<file path="config.mk">
export PLATFORM = sky130hd
export DESIGN_NAME = coax_rx_conditioner
export DESIGN_NICKNAME = d
export VERILOG_FILES = /design/src/rtl/coax_rx_conditioner.sv
export SDC_FILE = /design/constraint.sdc
export NUM_CORES = 1
export LEC_CHECK = 0
export ABC_AREA = 1
export CORE_ASPECT_RATIO = 1.75
export CORE_MARGIN = 5
export CORE_UTILIZATION = 49
export DETAILED_ROUTE_END_ITERATION = 10
export DONT_BUFFER_PORTS = 1
export GPL_TIMING_DRIVEN = 0
export PLACE_DENSITY = 0.66
export SYNTH_ARGS = -nofsm -noshare
export SYNTH_HDL_FRONTEND = slang
export SYNTH_SLANG_ARGS = --single-unit
</file>
<file path="constraint.sdc">
create_clock -name clk -period 1.2 [get_ports clk]
set_input_delay 0.18 -clock clk [delete_from_list [all_inputs] [get_ports clk]]
set_output_delay 0.18 -clock clk [all_outputs]
set_load 0.005 [all_outputs]
</file>
<file path="src/rtl/coax_rx_conditioner.sv">
// Conditions the raw coax receiver pin for coax_buffered_rx: two-flop sync, majority
// glitch filter, self-transmit blanking with hold-off, TX->RX loopback and glitch stats.
module coax_rx_conditioner #(
  parameter int CLOCKS_PER_BIT = 16,
  parameter int FILTER_TAPS    = 3,
  parameter int HOLDOFF_BITS   = 2
) (
  input  logic       clk,
  input  logic       reset_n,
  input  logic       rx_pin,
  input  logic       tx_active,
  input  logic       tx,
  input  logic       loopback,
  input  logic       enable,
  input  logic       glitch_clear,
  output logic       rx,
  output logic       blanked,
  output logic [7:0] glitch_count
);

  localparam int HOLD_CLKS = HOLDOFF_BITS * CLOCKS_PER_BIT;
  localparam int CNT_W     = (HOLD_CLKS > 1) ? $clog2(HOLD_CLKS) : 1;
  localparam logic [CNT_W-1:0] CNT_LOAD = CNT_W'(HOLD_CLKS - 1);
  localparam int SUM_W     = $clog2(FILTER_TAPS + 1);

  typedef enum logic [1:0] {
    ST_DISABLED,
    ST_PASS,
    ST_BLANK,
    ST_HOLDOFF
  } state_t;

  logic                   s0_reg;
  logic                   s1_reg;
  logic [FILTER_TAPS-1:0] taps_reg;
  logic [FILTER_TAPS-1:0] taps_next;
  logic                   filt_reg;
  logic [SUM_W-1:0]       ones;
  logic                   maj;
  logic                   glitch;
  state_t                 state_reg;
  logic [CNT_W-1:0]       cnt_reg;
  logic                   rx_reg;
  logic                   blanked_reg;
  logic                   loopback_reg;
  logic [7:0]             glitch_count_reg;

  // taps[0] holds the newest synchronised sample
  assign taps_next[0] = s1_reg;
  for (genvar gi = 1; gi < FILTER_TAPS; gi++) begin : g_tap
    assign taps_next[gi] = taps_reg[gi-1];
  end

  always_comb begin
    ones = '0;
    for (int i = 0; i < FILTER_TAPS; i++) begin
      ones = ones + SUM_W'(taps_reg[i]);
    end
    maj = (ones > SUM_W'(FILTER_TAPS / 2));
  end

  // A lone sample that disagrees with the filtered level and has just left the newest tap
  assign glitch = !loopback && (taps_reg[0] == filt_reg) && (taps_reg[1] != filt_reg)
                  && (maj == filt_reg);

  always_ff @(posedge clk or negedge reset_n) begin
    if (!reset_n) begin
      s0_reg   <= 1'b0;
      s1_reg   <= 1'b0;
      taps_reg <= '0;
      filt_reg <= 1'b0;
    end else begin
      s0_reg   <= rx_pin;
      s1_reg   <= s0_reg;
      taps_reg <= taps_next;
      filt_reg <= maj;
    end
  end

  always_ff @(posedge clk or negedge reset_n) begin
    if (!reset_n) begin
      glitch_count_reg <= 8'd0;
    end else if (glitch_clear) begin
      glitch_count_reg <= 8'd0;
    end else if (glitch && (glitch_count_reg != 8'hFF)) begin
      glitch_count_reg <= glitch_count_reg + 8'd1;
    end
  end

  always_ff @(posedge clk or negedge reset_n) begin
    if (!reset_n) begin
      state_reg    <= ST_DISABLED;
      cnt_reg      <= '0;
      rx_reg       <= 1'b0;
      blanked_reg  <= 1'b1;
      loopback_reg <= 1'b0;
    end else begin
      loopback_reg <= loopback;
      if (loopback) begin
        rx_reg      <= tx;
        blanked_reg <= 1'b0;
      end else if (loopback_reg) begin
        // Leaving loopback: the line may still carry our own echo, so hold off again
        state_reg   <= enable ? ST_HOLDOFF : ST_DISABLED;
        cnt_reg     <= CNT_LOAD;
        rx_reg      <= 1'b0;
        blanked_reg <= 1'b1;
      end else if (!enable) begin
        state_reg   <= ST_DISABLED;
        rx_reg      <= 1'b0;
        blanked_reg <= 1'b1;
      end else begin
        case (state_reg)
          ST_DISABLED: begin
            state_reg   <= ST_HOLDOFF;
            cnt_reg     <= CNT_LOAD;
            rx_reg      <= 1'b0;
            blanked_reg <= 1'b1;
          end
          ST_PASS: begin
            if (tx_active) begin
              state_reg   <= ST_BLANK;
              rx_reg      <= 1'b0;
              blanked_reg <= 1'b1;
            end else begin
              rx_reg      <= filt_reg;
              blanked_reg <= 1'b0;
            end
          end
          ST_BLANK: begin
            rx_reg      <= 1'b0;
            blanked_reg <= 1'b1;
            if (!tx_active) begin
              state_reg <= ST_HOLDOFF;
              cnt_reg   <= CNT_LOAD;
            end
          end
          ST_HOLDOFF: begin
            if (tx_active) begin
              state_reg   <= ST_BLANK;
              rx_reg      <= 1'b0;
              blanked_reg <= 1'b1;
            end else if (cnt_reg == '0) begin
              state_reg   <= ST_PASS;
              rx_reg      <= filt_reg;
              blanked_reg <= 1'b0;
            end else begin
              cnt_reg     <= cnt_reg - CNT_W'(1);
              rx_reg      <= 1'b0;
              blanked_reg <= 1'b1;
            end
          end
          default: begin
            state_reg   <= ST_DISABLED;
            rx_reg      <= 1'b0;
            blanked_reg <= 1'b1;
          end
        endcase
      end
    end
  end

  assign rx           = rx_reg;
  assign blanked      = blanked_reg;
  assign glitch_count = glitch_count_reg;

endmodule
</file>
==> flow_metrics.py <==
metrics = {
    "power": {
        "power_report.internal_total_w": 0.001368,
        "peak_ir_drop_on_the_vdd_network_mv": 0.7944,
        "combinational_fraction_of_design_power": 0.225,
        "sequentialPowerShare": 0.497,
        "leak_pwr_nw": 0.7740,
        "switching_power_w": 0.0006025,
        "power_switching_share": 0.3058,
        "power.density_nw_per_um2": 1259,
        "p_clk_frac": 0.277,
    },
    "worst_hold_path": {
        "hold_critical_path_depth": 2,
        "timing.hold.worst_endpoint": "rx",
        "min_from": "tx",
        "holdCritPathClass": "in2reg",
    },
    "final_layout": {
        "most-common-layout-cells": "nand2_1, dfrtp_1, nand3_1",
        "final-instance-count-excl-fill": 211,
        "drive_above_1_share": 0.2432,
        "utilization": 0.6205,
        "n_fill_cell": 231,
        "mostFrequentLayoutCell": "nand2_1",
        "layout_nets": 197,
        "flow.area_growth_from_synthesis_pct": 19.48,
        "multi_input_area_um2": 710.7,
        "antenna-diode-count": 0,
        "ff_latch_area_um2": 601.8,
        "stdcell_area_um2": 1565,
        "largest_register_ff_count": 8,
    },
    "grt": {
        "grt_overflow": 0,
        "grt_antenna_before_repair": 0,
        "grt_first_pass_wirelength_mm": 5.388,
        "grtUsageTotal": 0.1751,
        "grt_max_degree": 25,
        "first_global_vias": 1194,
    },
    "sta": {
        "grt_setup_unrepaired": "true",
        "achievable-frequency_mhz": 684.1,
        "final_period_minus_worst_setup_slack_ns": 1.462,
        "fin_skew_ns": 0.002819,
        "worst_pin_slew_ns": 1.084,
        "timing.final.setup_violations": 17,
        "setup_slack_ns": -0.2617,
        "worst_slew_margin_rel": 0.2773,
        "hold_viol_final": 0,
        "part_of_the_cycle_the_worst_path_needs": 1.218,
        "final_slew_violations": 0,
        "fin_setup_tns_ns": -3.171,
    },
    "placed_design": {
        "place_congestion": 0.8306,
        "dpl_cell_area_um2": 1361,
        "place_inst": 197,
        "place.port_buffers": 0,
        "dp_hpwl_mm": 2.047,
    },
    "clock_network": {
        "cts-buffers-inserted": 3,
        "clkSinkCount": 24,
        "cts_root_buf": "clkbuf_8",
        "tritoncts": "yes",
        "htree_levels": 1,
        "clock_latency_ns": 0.26,
        "clock_path_buffers": 2,
        "cts.reportedPaths.clkPinSlew_ns": 0.08,
    },
    "critical_path": {
        "timing.critical_path.to_type": "flop",
        "critical_path_arrival_ns": 1.67,
        "rrSetupSlack_ns": -0.26,
        "critPathKind": "reg2reg",
        "crit_path_max_fanout": 8,
        "worst_r2r_path_depth": 8,
        "cp-start-kind": "flop",
        "worstReg2RegEnd": "glitch_count[3]",
        "rr_startpoint": "taps_reg[0]",
        "cp_data_required_time_ns": 1.41,
    },
    "yosys": {
        "synth_largest_area_cell": "dfrtp_1",
        "mappedNetlistArea_um2": 1310,
        "synthesis.area_per_instance_um2": 7.661,
        "mappedNetlistNets": 182,
        "synth_largest_type_area_fraction": 0.4394,
        "ys_ff_latch": 24,
        "synth_top_cells_by_area": "dfrtp_1, nand2_1, nand3_1",
        "synth_warnings": 0,
        "synth_cell_types": 28,
        "synthesis.instances": 171,
        "synth.yosys.seq_area_share": 0.4594,
    },
    "die": {
        "die_area_um2": 3848,
        "num_rows": 24,
        "fp.dieW_um": 49.09,
        "initial_core_util": 0.5193,
        "core_um2": 2522,
        "boundaryPins": 18,
        "floorplan_die_height_um": 78.40,
    },
    "detailed_routing": {
        "routed_wire_length_per_instance_um": 14.26,
        "drt_pass1_iterations": 4,
        "initial_detailed_routing_violation_count": 20,
        "postRouteWirelength_mm": 3.008,
        "number_of_drc_violations_after_detailed_routing": 0,
        "vias": 1176,
        "drt.antenna.violating_nets": 0,
        "detail_route.vias_per_cell": 5.573,
    },
    "run_status": {
        "failed_checks": "negative setup slack",
        "run_status": "finished, violations left",
    },
    "job": {
        "maxCapViolCount": 0,
    },
}
## how the worst max path moves through the flow
stage                start         endpoint  slack (ns)  depth (start not counted)
6_report       taps_reg[0]  glitch_count[3]       -0.26                          8
4_1_cts        taps_reg[0]  glitch_count[3]       -0.29                          8
5_1_grt        taps_reg[0]  glitch_count[3]       -0.38                          8
3_5_place_dp   taps_reg[0]  glitch_count[6]       -0.29                          8
2_1_floorplan  taps_reg[0]  glitch_count[2]       -0.12                          8
3_3_place_gp   taps_reg[0]  glitch_count[6]       -0.23                          8
## stage by stage
| stage | hold WS, ns | total power (W) | setup WS, ns |
|---|---|---|---|
| CTS | 0.1289 | 0.001963 | -0.2938 |
| global placement | -0.1149 | 0.001290 | -0.2331 |
| global route | 0.1288 | 0.002125 | -0.3754 |
| floorplan | -0.1156 | 0.001236 | -0.1192 |
| detailed placement | -0.1149 | 0.001312 | -0.2919 |
| finish | 0.1285 | 0.001970 | -0.2617 |
## cells by family (layout without fill, tap and decap cells)
logic type,after synthesis,after routing,share of synthesized area
AOI/OAI and AO/OA,9,9,0.03821
xor gates and xnor gates,2,2,0.01337
adders and majority gates,3,3,0.02866
buffers and inverters,23,36,0.06685
DFF,24,24,0.4594
muxes,1,1,0.007641
and+or+nand+nor,109,110,0.3859
## routing by layer
layer  GRT usage  wire length [µm]  up-vias
li1            -                 -      577
met1      0.1925              1126      549
met2      0.3023              1604       37
met3     0.02841               150       13
met4      0.1132               127        0
met5           0                 0        -
## what timing repair did
item,in CTS,in global routing
endpoints found under the hold margin,26,0
hold buffers,3,0
cloned,1,0
pin swaps,10,3
buffers inserted,5,1
endpoints found under the setup margin,17,41
resized for setup,12,6
## layout make-up
class / count / area share
Buffer: 1 / 0.003197
Clock buffer: 4 / 0.03517
Inverter: 22 / 0.05276
Multi-Input combinational cell: 125 / 0.4540
Sequential cell: 24 / 0.3845
Tap cell: 26 / 0.02078
Timing Repair Buffer: 9 / 0.04956
## power by group through the flow
stage | Combinational (W) | Sequential, W | Clock [W]
after global routing | 0.000509 | 0.000997 | 0.000620
final | 0.000443 | 0.000980 | 0.000547
after global placement | 0.000300 | 0.000990 | 0
after CTS | 0.000421 | 0.000976 | 0.000565
after detailed placement | 0.000319 | 0.000992 | 0
after floorplan | 0.000264 | 0.000972 | 0
## worst max-delay path, stage by stage (launching register included)
cell and delay, ns:
dfrtp_1 0.40, ha_1 0.27, nand2_1 0.07, nand2_2 0.08
o21ai_4 0.19, nand3_4 0.16, nand2_8 0.13, nand2_1 0.06
nand2_1 0.05
## cell usage after synthesis
cell and instances:
o21ai_1 4, nand2_2 3, o21ai_2 1, buf_2 1, nor2_2 2, xor2_1 1
nand3_1 17, inv_2 4, inv_1 17, nand3_2 2, a21oi_1 2, nand4_1 5
mux2i_1 1, xnor2_1 1, dfrtp_1 23, dfstp_2 1, or2_2 1, ha_1 3
clkinv_1 1, nor2_4 1, nor3_1 2, nand3_4 1, nand3b_1 1, nand2_4 1
nor2_1 14, nand2_1 59, o21ai_0 1, o22ai_1 1
Note: power is estimated with default switching activity, not from simulation.
